==> src/rtl/rv_pkg.sv <==
// rtl/rv_pkg.sv - shared encodings for the memory stage
// Memory op, access size (funct3), writeback error codes and FSM state encodings.
package rv_pkg;

    localparam logic [1:0] MEM_OP_NONE  = 2'b00;
    localparam logic [1:0] MEM_OP_LOAD  = 2'b01;
    localparam logic [1:0] MEM_OP_STORE = 2'b10;

    localparam logic [2:0] MEM_SEL_B  = 3'b000;
    localparam logic [2:0] MEM_SEL_H  = 3'b001;
    localparam logic [2:0] MEM_SEL_W  = 3'b010;
    localparam logic [2:0] MEM_SEL_BU = 3'b100;
    localparam logic [2:0] MEM_SEL_HU = 3'b101;

    localparam logic [1:0] WB_ERR_OK         = 2'b00;
    localparam logic [1:0] WB_ERR_MISALIGNED = 2'b01;
    localparam logic [1:0] WB_ERR_TIMEOUT    = 2'b10;

    localparam logic [0:0] ST_IDLE = 1'b0;
    localparam logic [0:0] ST_BUSY = 1'b1;

endpackage

==> src/rtl/load_store_align.sv <==
// rtl/load_store_align.sv - byte-lane steering for stores and extension for loads
// Ports:
//   addr_lo    in   byte offset within the word
//   mem_sel    in   access size / signedness (funct3)
//   rs2        in   raw store data
//   rdata      in   raw read word from the bus
//   wdata      out  store data replicated onto the addressed lanes
//   wstrb      out  byte strobes for a store
//   load_data  out  selected lane, sign- or zero-extended
//   misaligned out  access crosses its natural alignment
module load_store_align
    import rv_pkg::*;
(
    input  logic [1:0]  addr_lo,
    input  logic [2:0]  mem_sel,
    input  logic [31:0] rs2,
    input  logic [31:0] rdata,
    output logic [31:0] wdata,
    output logic [3:0]  wstrb,
    output logic [31:0] load_data,
    output logic        misaligned
);

    logic [7:0]  byte_lane;
    logic [15:0] half_lane;

    assign byte_lane = rdata[{addr_lo, 3'b000} +: 8];
    assign half_lane = addr_lo[1] ? rdata[31:16] : rdata[15:0];

    // Unlisted encodings fall through to the word defaults.
    always_comb begin
        wdata      = rs2;
        wstrb      = 4'b1111;
        load_data  = rdata;
        misaligned = (addr_lo != 2'b00);
        case (mem_sel)
            MEM_SEL_B, MEM_SEL_BU: begin
                wdata      = {4{rs2[7:0]}};
                wstrb      = 4'b0001 << addr_lo;
                load_data  = (mem_sel == MEM_SEL_B) ? {{24{byte_lane[7]}}, byte_lane}
                                                    : {24'd0, byte_lane};
                misaligned = 1'b0;
            end
            MEM_SEL_H, MEM_SEL_HU: begin
                wdata      = {2{rs2[15:0]}};
                wstrb      = 4'b0011 << addr_lo;
                load_data  = (mem_sel == MEM_SEL_H) ? {{16{half_lane[15]}}, half_lane}
                                                    : {16'd0, half_lane};
                misaligned = addr_lo[0];
            end
            default: ;
        endcase
    end

endmodule

==> src/rtl/mem_access_unit.sv <==
// rtl/mem_access_unit.sv - RISC-V memory stage with single-outstanding data bus
// Ports:
//   clk, rst                       clock, synchronous active-high reset
//   in_valid/in_ready              execute bundle handshake
//   alu_result, rs2_data, mem_op, mem_sel, wb_sel_in, rd_in, reg_we_in,
//   pc_next_in, pc_adder_result_in execute bundle
//   dmem_req/we/addr/wdata/wstrb   data bus request, held while busy
//   dmem_ready/rdata               data bus completion and read word
//   wb_*                           registered writeback bundle, wb_valid pulses once
module mem_access_unit
    import rv_pkg::*;
#(
    parameter int TIMEOUT_CYCLES = 16,
    parameter int CNT_W          = 5
) (
    input  logic        clk,
    input  logic        rst,
    input  logic        in_valid,
    output logic        in_ready,
    input  logic [31:0] alu_result,
    input  logic [31:0] rs2_data,
    input  logic [1:0]  mem_op,
    input  logic [2:0]  mem_sel,
    input  logic [1:0]  wb_sel_in,
    input  logic [4:0]  rd_in,
    input  logic        reg_we_in,
    input  logic [31:0] pc_next_in,
    input  logic [31:0] pc_adder_result_in,
    output logic        dmem_req,
    output logic        dmem_we,
    output logic [31:0] dmem_addr,
    output logic [31:0] dmem_wdata,
    output logic [3:0]  dmem_wstrb,
    input  logic        dmem_ready,
    input  logic [31:0] dmem_rdata,
    output logic        wb_valid,
    output logic [4:0]  wb_rd,
    output logic        wb_reg_we,
    output logic [1:0]  wb_sel,
    output logic [31:0] wb_alu_result,
    output logic [31:0] wb_pc_next,
    output logic [31:0] wb_pc_adder_result,
    output logic [31:0] wb_load_data,
    output logic [1:0]  wb_err
);

    logic [0:0]       state;
    logic [CNT_W-1:0] cnt;

    logic [31:0] alu_q, wdata_q, pc_next_q, pc_add_q;
    logic [3:0]  wstrb_q;
    logic        we_q, reg_we_q;
    logic [2:0]  sel_q;
    logic [4:0]  rd_q;
    logic [1:0]  wb_sel_q;

    logic        busy, accept, is_mem, timeout_hit;
    logic [31:0] al_wdata, al_load_data;
    logic [3:0]  al_wstrb;
    logic        al_misaligned;

    assign busy        = (state == ST_BUSY);
    assign in_ready    = (state == ST_IDLE);
    assign accept      = in_valid && in_ready;
    assign is_mem      = (mem_op == MEM_OP_LOAD) || (mem_op == MEM_OP_STORE);
    assign timeout_hit = (cnt == CNT_W'(TIMEOUT_CYCLES - 1));

    // One aligner serves both phases: in IDLE it inspects the incoming
    // bundle (strobes, misalignment); in BUSY it extends the returning word
    // using the latched offset and size.
    load_store_align u_align (
        .addr_lo    (busy ? alu_q[1:0] : alu_result[1:0]),
        .mem_sel    (busy ? sel_q : mem_sel),
        .rs2        (rs2_data),
        .rdata      (dmem_rdata),
        .wdata      (al_wdata),
        .wstrb      (al_wstrb),
        .load_data  (al_load_data),
        .misaligned (al_misaligned)
    );

    // Bus outputs are zeroed outside BUSY so the bus sees a clean idle.
    assign dmem_req   = busy;
    assign dmem_we    = busy & we_q;
    assign dmem_addr  = busy ? {alu_q[31:2], 2'b00} : 32'd0;
    assign dmem_wdata = busy ? wdata_q : 32'd0;
    assign dmem_wstrb = busy ? wstrb_q : 4'd0;

    always_ff @(posedge clk) begin
        if (rst) begin
            state              <= ST_IDLE;
            cnt                <= '0;
            alu_q              <= '0;
            wdata_q            <= '0;
            wstrb_q            <= '0;
            we_q               <= 1'b0;
            sel_q              <= '0;
            rd_q               <= '0;
            reg_we_q           <= 1'b0;
            wb_sel_q           <= '0;
            pc_next_q          <= '0;
            pc_add_q           <= '0;
            wb_valid           <= 1'b0;
            wb_rd              <= '0;
            wb_reg_we          <= 1'b0;
            wb_sel             <= '0;
            wb_alu_result      <= '0;
            wb_pc_next         <= '0;
            wb_pc_adder_result <= '0;
            wb_load_data       <= '0;
            wb_err             <= WB_ERR_OK;
        end else begin
            wb_valid <= 1'b0;
            if (!busy) begin
                if (accept && is_mem && !al_misaligned) begin
                    state     <= ST_BUSY;
                    cnt       <= '0;
                    alu_q     <= alu_result;
                    sel_q     <= mem_sel;
                    we_q      <= (mem_op == MEM_OP_STORE);
                    wdata_q   <= al_wdata;
                    wstrb_q   <= (mem_op == MEM_OP_STORE) ? al_wstrb : 4'd0;
                    rd_q      <= rd_in;
                    reg_we_q  <= reg_we_in;
                    wb_sel_q  <= wb_sel_in;
                    pc_next_q <= pc_next_in;
                    pc_add_q  <= pc_adder_result_in;
                end else if (accept) begin
                    // Non-memory op, or a memory op rejected for misalignment.
                    wb_valid           <= 1'b1;
                    wb_rd              <= rd_in;
                    wb_sel             <= wb_sel_in;
                    wb_alu_result      <= alu_result;
                    wb_pc_next         <= pc_next_in;
                    wb_pc_adder_result <= pc_adder_result_in;
                    wb_load_data       <= 32'd0;
                    wb_err             <= is_mem ? WB_ERR_MISALIGNED : WB_ERR_OK;
                    wb_reg_we          <= reg_we_in && !is_mem;
                end
            end else if (dmem_ready || timeout_hit) begin
                // Ready on the final counted cycle still completes normally.
                state              <= ST_IDLE;
                wb_valid           <= 1'b1;
                wb_rd              <= rd_q;
                wb_sel             <= wb_sel_q;
                wb_alu_result      <= alu_q;
                wb_pc_next         <= pc_next_q;
                wb_pc_adder_result <= pc_add_q;
                wb_load_data       <= (dmem_ready && !we_q) ? al_load_data : 32'd0;
                wb_err             <= dmem_ready ? WB_ERR_OK : WB_ERR_TIMEOUT;
                wb_reg_we          <= reg_we_q && dmem_ready;
            end else begin
                cnt <= cnt + CNT_W'(1);
            end
        end
    end

endmodule

==> config.mk <==
export PLATFORM = sky130hd
export DESIGN_NAME = mem_access_unit
export DESIGN_NICKNAME = d
export VERILOG_FILES = /design/src/rtl/rv_pkg.sv /design/src/rtl/load_store_align.sv /design/src/rtl/mem_access_unit.sv
export SDC_FILE = /design/constraint.sdc
export NUM_CORES = 1
export LEC_CHECK = 0
export ABC_CLOCK_PERIOD_IN_PS = 3600
export BUFFER_PORTS_ARGS = -buffer_cell sky130_fd_sc_hd__buf_2
export CORE_MARGIN = 3
export CORE_UTILIZATION = 55
export DETAILED_ROUTE_END_ITERATION = 10
export PLACE_DENSITY_LB_ADDON = 0.3
export SYNTH_ARGS = -nofsm -noshare
export SYNTH_HDL_FRONTEND = slang
export SYNTH_SLANG_ARGS = --single-unit
==> constraint.sdc <==
create_clock -name clk -period 3.6 [get_ports clk]
set_input_delay 0.72 -clock clk [delete_from_list [all_inputs] [get_ports clk]]
set_output_delay 0.72 -clock clk [all_outputs]
set_load 0.01 [all_outputs]
==> reports/results.tsv <==
stage	metric	value	unit
grt	grt_util_all_layers	0.269	
worst_setup_path	crit_path_end_kind	primary output	
timing	hold_viol_final	0	
floorplanning	pin_count	387	
synth	yosys_warnings	0	
pwr	p_int	5.78	mW
synth	synth_area	12200	um^2
synth	synth-main-ff-cell	dfxtp_1	
drt	drt_iter0_drc	801	
synth	synth_top_cell_by_area	dfxtp_1	
floorplanning	die_h	155	um
worst_setup_path	start_kind	register	
drt	wire_per_inst	17.2	um
finish	layout-drive-gt1-share	0.273	
timing	clock_skew	16.3	ps
worst_setup_path	critPathRequiredTime	2880	ps
grt	grt_max_degree	202	
timing	finalSetupViolCount	0	
clock_network	tritoncts	yes	
outcome	status	completed	
pwr	sw_frac_of_total	0.262	
drt	ant_nets	0	
drt	drc	0	
clock_network	clock-root-buffer	clkbuf_16	
grt	grt_pass1_wl	54100	um
clock_network	clock_latency	540	ps
hold_path	min_path_type	input pin to register	
drt	routed_wl	35000	um
placed_design	io_buffers	384	
finish	fill_cells	1713	
drt	first_pass_iters	5	
worst_setup_path	critPathKind	register to primary output	
pwr	power.density	518	nW/um^2
timing	fin_crit_sh	0.902	
pwr	combPwrFrac	0.141	
finish	final_core_util	0.707	
timing	fin_crit	3250	ps
timing	grt_setup_unrepaired	false	
synth	ys_top_cells_by_area	dfxtp_1 (47%), nand2_1 (8.2%), a211oi_1 (6.9%), mux2i_1 (6.8%), a21oi_1 (6.8%)	
timing	setup_tns	0	ps
synth	synth_edf_count	0	
clock_network	clk_path_buf_depth	3	
pwr	pwr-share-clk	0.409	
synth	yosys.cell_types.count	50	
finish	syn_to_final_growth	23.9	%
worst_setup_path	cp_max_fo	65	
synth	yosysTopAreaCellShare	0.473	
synth	async_flop_share	0	
clock_network	ctsHoldBuffers	0	
synth	syn_inst	1427	
pwr	share_seq_of_total_power	0.450	
timing	slew_viol_final	0	
placed_design	dp_cells	1982	
timing	worst_pin_slew	1110	ps
pwr	leakage	6.41	nW
pwr	p_switching	2.06	mW
floorplanning	fp.coreArea	21400	um^2
floorplanning	die-area	24000	um^2
grt	antenna_found_initial	7	
floorplanning	initial_core_util	0.571	
placed_design	gp_congestion	0.903	
synth	syn_area_per_cell	8.56	um^2
clock_network	cts_resized	0	
floorplanning	core.rowCount	53	
clock_network	clk_pin_slew	60	ps
finish	fin_cells	2040	
drt	via_per_inst	5.61	
synth	synthTopCellsByCount	dfxtp_1 (289), nand2_1 (267), a21oi_1 (165)	
finish	final_nets	1919	
pwr	ir_drop	0.000417	V
clock_network	cts_sinks	289	
floorplanning	die_w	155	um
clock_network	h-tree-depth	1	
synth	yosysMostFrequentCell	dfxtp_1	
synth	ys_ff_latch	289	
synth	ys_seq_area_frac	0.473	
timing	max_freq	308	MHz
clock_network	post_cts.repair.setup_buffers	0	
drt	vias	11400	
grt	grt_pass1_vias	10600	
finish	final-seq-area	5790	um^2
worst_setup_path	crit_arrival	2530	ps
timing	relSlewSlack	0.261	
grt	overflow	0	
placed_design	dp_hpwl	23700	um
clock_network	cts_inserted_buffers	30	
run	drv_cap	0	
finish	multi_input_area	5850	um^2
==> routing by layer <==
metal / wire length [um] / GRT usage / up-vias
li1: - / - / 5575
met1: 13700 / 0.335 / 5292
met2: 17000 / 0.450 / 482
met3: 2870 / 0.0631 / 94
met4: 1360 / 0.113 / 4
met5: 15 / 0 / -
==> worst max-delay path, stage by stage, from the launching register on <==
cell	delay [ps]
dfxtp_4	760
buf_4	740
and2_1	290
buf_2	170
==> power groups by stage <==
stage	clock network, mW	registers, mW	logic (mW)
finish	3.20	3.53	1.11
CTS	3.26	3.53	1.11
floorplan	0	3.63	0.649
global route	3.39	3.55	1.23
detailed placement	0	3.60	1.10
global placement	0	3.59	1.07
==> stage by stage <==
| step | instance area [um^2] | setup slack (ps) | power [mW] | hold slack [ps] |
|---|---|---|---|---|
| 4_1_cts | 15100 | 336 | 7.89 | 401 |
| 2_1_floorplan | 12200 | 1280 | 4.28 | 427 |
| 3_5_place_dp | 14100 | 321 | 4.70 | 439 |
| 6_report | 15100 | 355 | 7.84 | 419 |
| 3_3_place_gp | 14100 | 473 | 4.67 | 433 |
| 5_1_grt | 15100 | 220 | 8.16 | 414 |
==> path summary, 6_finish.rpt <==
path	slack (ps)	end	cells past startpoint	from
max reg2reg	520	wb_pc_adder_result[13]	9	cnt[0]
max	350	dmem_addr[18]	3	dmem_req
min	420	wb_load_data[3]	3	dmem_rdata[3]
min reg2reg	440	alu_q[18]	2	alu_q[18]
==> state kept, by name (all words and copies together), names as in the netlist, 32 cells and up <==
signal / flops
wb_pc_next: 32
wdata_q: 32
pc_add_q: 32
wb_alu_result: 32
alu_q: 32
wb_load_data: 32
wb_pc_adder_result: 32
pc_next_q: 32
==> logic make-up after synthesis <==
logic type / synth area share
and+or+nand+nor: 0.191
AOI/OAI and AO/OA: 0.206
DFF: 0.473
buffers and inverters: 0.0511
muxes: 0.0735
adders and majority gates: 0.00307
xor gates and xnor gates: 0.00143
other: 0.000307
==> area by class of cell <==
cell class	count	area share
antenna	5	0.000826
tap	275	0.0227
clock buffer	40	0.0561
inverter	4	0.000991
multi-input combinational	1012	0.386
sequential	289	0.382
timing repair buffer	402	0.139
clock inverter	13	0.0123
==> cells in the final DEF (no fill, tap or decap), types with 5 or more instances in the layout <==
master,instances
a211oi_1,112
a211oi_2,10
a21oi_1,165
a221o_1,16
a22oi_1,9
a311oi_1,8
and2_1,67
buf_2,383
buf_4,15
clkbuf_1,5
clkbuf_16,31
clkbuf_8,5
dfxtp_1,288
diode_2,5
mux2i_1,82
nand2_1,267
nand2b_1,16
nand3_1,10
nor2_1,156
nor3_1,5
o211ai_1,8
o21ai_0,20
o2bb2ai_1,15
(Power assumes the default switching activity.)
